===== config.mk =====
export PLATFORM = sky130hd
export DESIGN_NAME = pdpu_posit_decoder_pipe
export DESIGN_NICKNAME = d
export VERILOG_FILES = /design/src/rtl/pdpu_posit_decoder_pipe.sv
export SDC_FILE = /design/constraint.sdc
export NUM_CORES = 1
export LEC_CHECK = 0
export CORE_ASPECT_RATIO = 1.25
export CORE_MARGIN = 10
export CORE_UTILIZATION = 50
export DETAILED_ROUTE_END_ITERATION = 10
export HOLD_SLACK_MARGIN = 0.06
export PLACE_DENSITY = 0.71
export SYNTH_ARGS = -nofsm -noshare
export SYNTH_HDL_FRONTEND = slang
export SYNTH_SLANG_ARGS = --single-unit

===== constraint.sdc =====
create_clock -name clk_i -period 6.67 [get_ports clk_i]
set_input_delay 0.667 -clock clk_i [delete_from_list [all_inputs] [get_ports clk_i]]
set_output_delay 0.667 -clock clk_i [all_outputs]
set_load 0.02 [all_outputs]

===== src/rtl/pdpu_posit_decoder_pipe.sv =====
// pdpu_posit_decoder_pipe
//   Multi-lane, two-stage pipelined posit decoder with valid/ready flow control.
//   Each lane unpacks an n-bit posit into sign, signed scale (k*2^es + e) and a
//   normalised mantissa {implicit bit, fraction}. Zero and NaR are flagged per
//   lane. All lanes share one handshake.
//
// Ports
//   clk_i        rising-edge clock
//   rst_i        asynchronous active-high reset
//   flush_i      synchronous clear of both stage valid bits
//   in_valid_i   input beat valid
//   in_ready_o   block accepts a beat this cycle
//   operand_i    lane L at [L*n +: n]
//   out_valid_o  output beat valid
//   out_ready_i  consumer accepts the output beat
//   sign_o       per-lane sign
//   rg_exp_o     per-lane signed scale, EXP_WIDTH+1 bits each
//   mant_norm_o  per-lane {implicit bit, fraction}, MANT_WIDTH+1 bits each
//   is_zero_o    per-lane zero flag
//   is_nar_o     per-lane NaR flag
//   busy_o       any stage holds a valid beat
module pdpu_posit_decoder_pipe #(
  parameter  int unsigned n          = 16,
  parameter  int unsigned es         = 1,
  parameter  int unsigned LANES      = 4,
  localparam int unsigned nd         = $clog2(n - 1),
  localparam int unsigned EXP_WIDTH  = nd + es,
  localparam int unsigned MANT_WIDTH = n - es - 3
) (
  input  logic                                 clk_i,
  input  logic                                 rst_i,
  input  logic                                 flush_i,
  input  logic                                 in_valid_i,
  output logic                                 in_ready_o,
  input  logic [LANES*n-1:0]                   operand_i,
  output logic                                 out_valid_o,
  input  logic                                 out_ready_i,
  output logic [LANES-1:0]                     sign_o,
  output logic [LANES*(EXP_WIDTH+1)-1:0]       rg_exp_o,
  output logic [LANES*(MANT_WIDTH+1)-1:0]      mant_norm_o,
  output logic [LANES-1:0]                     is_zero_o,
  output logic [LANES-1:0]                     is_nar_o,
  output logic                                 busy_o
);

  localparam int unsigned RW = $clog2(n);       // run length reaches n-1
  localparam int unsigned SW = EXP_WIDTH + 1;
  localparam int unsigned MW = MANT_WIDTH + 1;

  // Handshake: each stage advances when it is empty or the stage after it moves.
  logic s1_valid;
  logic s1_adv, s2_adv;

  assign s2_adv     = !out_valid_o || out_ready_i;
  assign s1_adv     = !s1_valid || s2_adv;
  assign in_ready_o = s1_adv;
  assign busy_o     = s1_valid | out_valid_o;

  // Stage 1 combinational: conditional negate and regime run count.
  logic [LANES-1:0]         sign_d, zero_d, nar_d, done_d;
  logic [LANES-1:0][n-2:0]  body_d;
  logic [LANES-1:0][RW-1:0] run_d;

  always_comb begin
    sign_d = '0;
    zero_d = '0;
    nar_d  = '0;
    done_d = '0;
    body_d = '0;
    run_d  = '0;
    for (int unsigned l = 0; l < LANES; l++) begin
      sign_d[l] = operand_i[l*n + n - 1];
      zero_d[l] = ~|operand_i[l*n +: n];
      nar_d[l]  = sign_d[l] & ~|operand_i[l*n +: n-1];
      body_d[l] = sign_d[l] ? -operand_i[l*n +: n-1] : operand_i[l*n +: n-1];
      for (int unsigned i = 0; i < n - 1; i++) begin
        if (!done_d[l] && (body_d[l][n-2-i] == body_d[l][n-2]))
          run_d[l] = run_d[l] + RW'(1);
        else
          done_d[l] = 1'b1;
      end
    end
  end

  logic [LANES-1:0]         s1_sign, s1_zero, s1_nar;
  logic [LANES-1:0][n-2:0]  s1_body;
  logic [LANES-1:0][RW-1:0] s1_run;

  // Data registers load on accept regardless of flush; the cleared valid bit
  // is what discards a beat taken in a flush cycle.
  always_ff @(posedge clk_i or posedge rst_i) begin
    if (rst_i) begin
      s1_valid <= 1'b0;
      s1_sign  <= '0;
      s1_zero  <= '0;
      s1_nar   <= '0;
      s1_body  <= '0;
      s1_run   <= '0;
    end else begin
      if (flush_i)
        s1_valid <= 1'b0;
      else if (s1_adv)
        s1_valid <= in_valid_i;
      if (s1_adv && in_valid_i) begin
        s1_sign <= sign_d;
        s1_zero <= zero_d;
        s1_nar  <= nar_d;
        s1_body <= body_d;
        s1_run  <= run_d;
      end
    end
  end

  // Stage 2 combinational: strip regime and terminator, then split exponent
  // and fraction. Shifting by run+1 also covers the terminator-less case,
  // since the body is then fully shifted out and missing bits read 0.
  logic [LANES-1:0][n-2:0]  rem_d;
  logic [LANES-1:0][SW-1:0] k_d, scale_d;
  logic [LANES-1:0][MW-1:0] mant_d;

  always_comb begin
    rem_d   = '0;
    k_d     = '0;
    scale_d = '0;
    mant_d  = '0;
    for (int unsigned l = 0; l < LANES; l++) begin
      rem_d[l]   = (s1_body[l] << s1_run[l]) << 1;
      k_d[l]     = s1_body[l][n-2] ? (SW'(s1_run[l]) - SW'(1))
                                   : (SW'(0) - SW'(s1_run[l]));
      scale_d[l] = (k_d[l] << es) | SW'(rem_d[l] >> (n - 1 - es));
      mant_d[l]  = MW'({1'b1, rem_d[l] << es} >> (n - MW));
      if (s1_zero[l] | s1_nar[l]) begin
        scale_d[l] = '0;
        mant_d[l]  = '0;
      end
    end
  end

  always_ff @(posedge clk_i or posedge rst_i) begin
    if (rst_i) begin
      out_valid_o <= 1'b0;
      sign_o      <= '0;
      rg_exp_o    <= '0;
      mant_norm_o <= '0;
      is_zero_o   <= '0;
      is_nar_o    <= '0;
    end else begin
      if (flush_i)
        out_valid_o <= 1'b0;
      else if (s2_adv)
        out_valid_o <= s1_valid;
      if (s2_adv && s1_valid) begin
        sign_o      <= s1_sign;
        rg_exp_o    <= scale_d;
        mant_norm_o <= mant_d;
        is_zero_o   <= s1_zero;
        is_nar_o    <= s1_nar;
      end
    end
  end

endmodule


==> summary.txt <==
Status
  • Status: finished, final reports clean

Drt
  • # DRC: 0
  • Number of vias per cell: 5.83
  • Drt pass-1 iters: 5
  • Final ANT Viol Nets: 0
  • Vias: roughly 15000
  • WL/cell: 17.9 um
  • Initial DRC count: 963
  • Final WL: ~45000 um

Synthesis
  • Synth top cells by count: nand2_1 (216), dfrtp_1 (178), o21ai_0 (150)
  • Flops & latches, synth: roughly 180
  • Mux cell area share after synthesis: 0.0851
  • Synth top area share: 0.302
  • XOR/XNOR share of the synthesized area: 0.0887
  • Main combinational cell family by area after synthesis: compound AO/OA/AOI/OAI gates
  • Sequential element share of the synthesized area: 0.302
  • Synth unique cells: between 100 and 150
  • Compound-Gate Fraction of Synth Area: 0.239
  • Synth Area in Adders: 0.0339
  • Ys flop type: dfrtp_1
  • Count leader, synth: nand2_1
  • Syn Area/Cell: approximately 8.5 um2
  • Asr flop ratio synth: 1.00
  • Net count of the mapped netlist: ~1800
  • Cell Area, Synth: approximately 0.015 mm2
  • Yosys warns: 0
  • Top cell type by total area after synthesis: dfrtp_1
  • Syn Inst Count: 1728
  • Synth top area cells: dfrtp_1 (30%), nand2_1 (5.5%), o21ai_0 (5.1%), xnor2_1 (4.6%), mux2i_1 (3.9%)
  • Simple-gate area share of the yosys netlist: 0.205
  • Post-synth EDFFs: 0

Power and ir drop
  • Pwr Total: 4.70 mW
  • Internal power: around 3 mW
  • Sw Pwr: 1.78 mW
  • Max rail drop VDD: 0.000228 V
  • Gate power share: 0.464
  • Pwr dens: roughly 240 mW/mm2
  • Sequential fraction of design power: 0.314
  • Static Leak: just under 9 nW
  • Sw frac: 0.378
  • Clk pwr share: 0.222

Timing
  • Tmin final: around 6.6 ns
  • Slew Limit Fails: 0
  • Measured slew at the worst slew-check pin: a little over 1 ns
  • RSZ-0062 raised after global routing: true
  • Clock Skew: 0.00874 ns
  • Endpoints failing hold: 0
  • # setup viols final: 0
  • Period utilization: 0.991
  • Max-slew headroom: 0.309
  • Max frequency: between 150 and 200 MHz
  • Fin worst setup slack: 0.0611 ns

Placed design
  • GP Congestion: 0.942
  • DP Worst Slack: -0.897 ns
  • Hpwl dp: 33700 um
  • I/O Buffers: about 160

Clock tree
  • Clock latency on the worst-skew pair: ~0.44 ns
  • TritonCTS clock tree: yes
  • CTS Sinks: approximately 180
  • Clk slew on worst S/H paths: about 0.070 ns
  • CTS root buf: clkbuf_16
  • CTS hold repair buffers: 0
  • H-tree level count: 4
  • TritonCTS Buffers: 17
  • Max Root-Sink Buffers: 2

Hold path
  • HP Class: reg2reg

Critical path
  • Buffers and inverters on the worst path: 2
  • Cell class contributing the biggest share of worst-path delay: simple AND/OR/NAND/NOR gates
  • Critical path type: in2reg
  • Crit path arrival time: about 7 ns
  • CP peak stage delay: 0.57 ns
  • CP most frequent cell: ha_4
  • CP max-delay cell: or4b_4
  • Worst Setup Start Kind: primary input
  • Critical Path RT: 6.97 ns
  • CP endpoint kind: register
  • Worst Path Max Fanout: 3

Floorplanning
  • Die H: between 200 and 250 um
  • Total core area: around 0.029 mm2
  • DIE AREA: around 0.037 mm2
  • Die width: approximately 170 um
  • I/O pin count: 160
  • Rows: 70
  • Starting Density: 0.506

Final layout
  • Syn-to-layout area delta: 34.2%
  • Nets: roughly 2200
  • Layout cell share with drive strength beyond 1: 0.258
  • Sequential Area: ~0.0045 mm2
  • Multi-input logic area: about 0.010 mm2
  • Filler cells: between 2000 and 2500

Global routing
  • Tot GR Track Use: 0.233
  • Largest net degree at the start of global routing: 97
  • Gr ovfl total: 0
  • Initial antenna violation count: 0
  • Global-route wire length before repair: between 70000 and 80000 um
  • Vias in the first global route: about 14000

Job
  • Max-cap violations: 0
## sequential cells by signal (all words and copies together) (netlist names)
name         flops
s1_valid         1
is_zero_o        4
s1_nar           4
is_nar_o         4
s1_zero          4
s1_run          16
sign_o           4
rg_exp_o        24
mant_norm_o     52
s1_body         60
out_valid_o      1
s1_sign          4
## metrics by stage
stage | utilization | cells | hold WS [ns] | setup TNS, ns | instance area (um2)
after global routing | 0.679 | 2493 | 0.499 | -0.399 | 19800
after global placement | 0.628 | 2410 | 0.459 | -3.54 | 18300
final | 0.679 | 2494 | 0.476 | 0 | 19800
after floorplan | - | 1728 | 0.443 | -1.03 | 14900
after CTS | 0.666 | 2483 | 0.482 | 0 | 19400
after detailed placement | 0.628 | 2410 | 0.465 | -4.80 | 18300
## cell usage in the layout, fill, tap and decap left out, types with 22 or more instances in the layout
master	synthesis	routed
a22o_1	47	46
nor3_1	43	41
xor2_1	51	47
nor2_1	96	90
a21oi_1	67	64
dfrtp_1	178	178
mux2i_1	57	56
clkdlybuf4s50_1	0	129
a211oi_1	31	30
inv_1	50	44
nor2b_1	25	24
buf_4	2	281
o21ai_0	150	144
nand3_1	30	28
and2_1	22	22
nand2_1	216	209
ha_1	40	25
xnor2_1	77	73
mux2_2	41	36
## cell type report
type / count / area share
Multi-Input combinational cell: 1378 / 0.517
Sequential cell: 178 / 0.225
Timing Repair Buffer: 449 / 0.191
Tap cell: 396 / 0.0250
Clock buffer: 19 / 0.0224
Inverter: 60 / 0.0116
Clock inverter: 13 / 0.00846
Antenna cell: 1 / 0.000126
## worst paths after layout
path,startpoint,to,slack [ns],cells past startpoint
setup reg to reg,out_valid_o,mant_norm_o[1],3.99,8
max in group asynchronous,rst_i,mant_norm_o[16],4.34,3
min in group asynchronous,rst_i,mant_norm_o[5],0.72,2
hold / removal,s1_sign[0],s1_sign[0],0.48,2
setup / recovery,operand_i[13],s1_run[2],0.06,32
hold reg to reg,s1_sign[0],s1_sign[0],0.48,2
## worst reg2reg max path: stages, from the launching register on
cell	delay (ns)
dfrtp_1	0.39
nor2b_1	0.29
nand2b_4	0.38
buf_4	0.63
nor3_1	0.16
buf_4	0.21
nand2b_1	0.20
nor2_1	0.09
a22o_1	0.22
## routing by layer
layer  wire length (um)  share of wire  GRT usage  up-vias
met5                  0              0          0        -
met2              22800           0.51      0.420      377
met4               1350          0.030     0.0862        0
met3               1880          0.042     0.0387       95
met1              18700           0.42      0.273     7008
li1                   -              -          -     7049
## cells by family after synthesis
family / after synthesis
compound gates: 502
simple gates: 591
fa+ha+maj: 40
buf+inv: 172
mux: 108
flops: 178
xor+xnor: 137
## what timing repair did
action / CTS / global route
cloned: 0 / 1
pin swaps: 62 / 77
endpoints found under the setup margin: 5 / 9
resized for setup: 94 / 73
setup buffers: 41 / 11
## power groups by stage
stage	Clock, mW	Combinational (mW)	Sequential, mW
global route	1.11	2.36	1.51
detailed placement	0	2.01	1.50
global placement	0	1.98	1.49
floorplan	0	1.12	1.57
CTS	1.07	2.11	1.48
finish	1.05	2.18	1.48
Power figures use the tool's default switching activity.
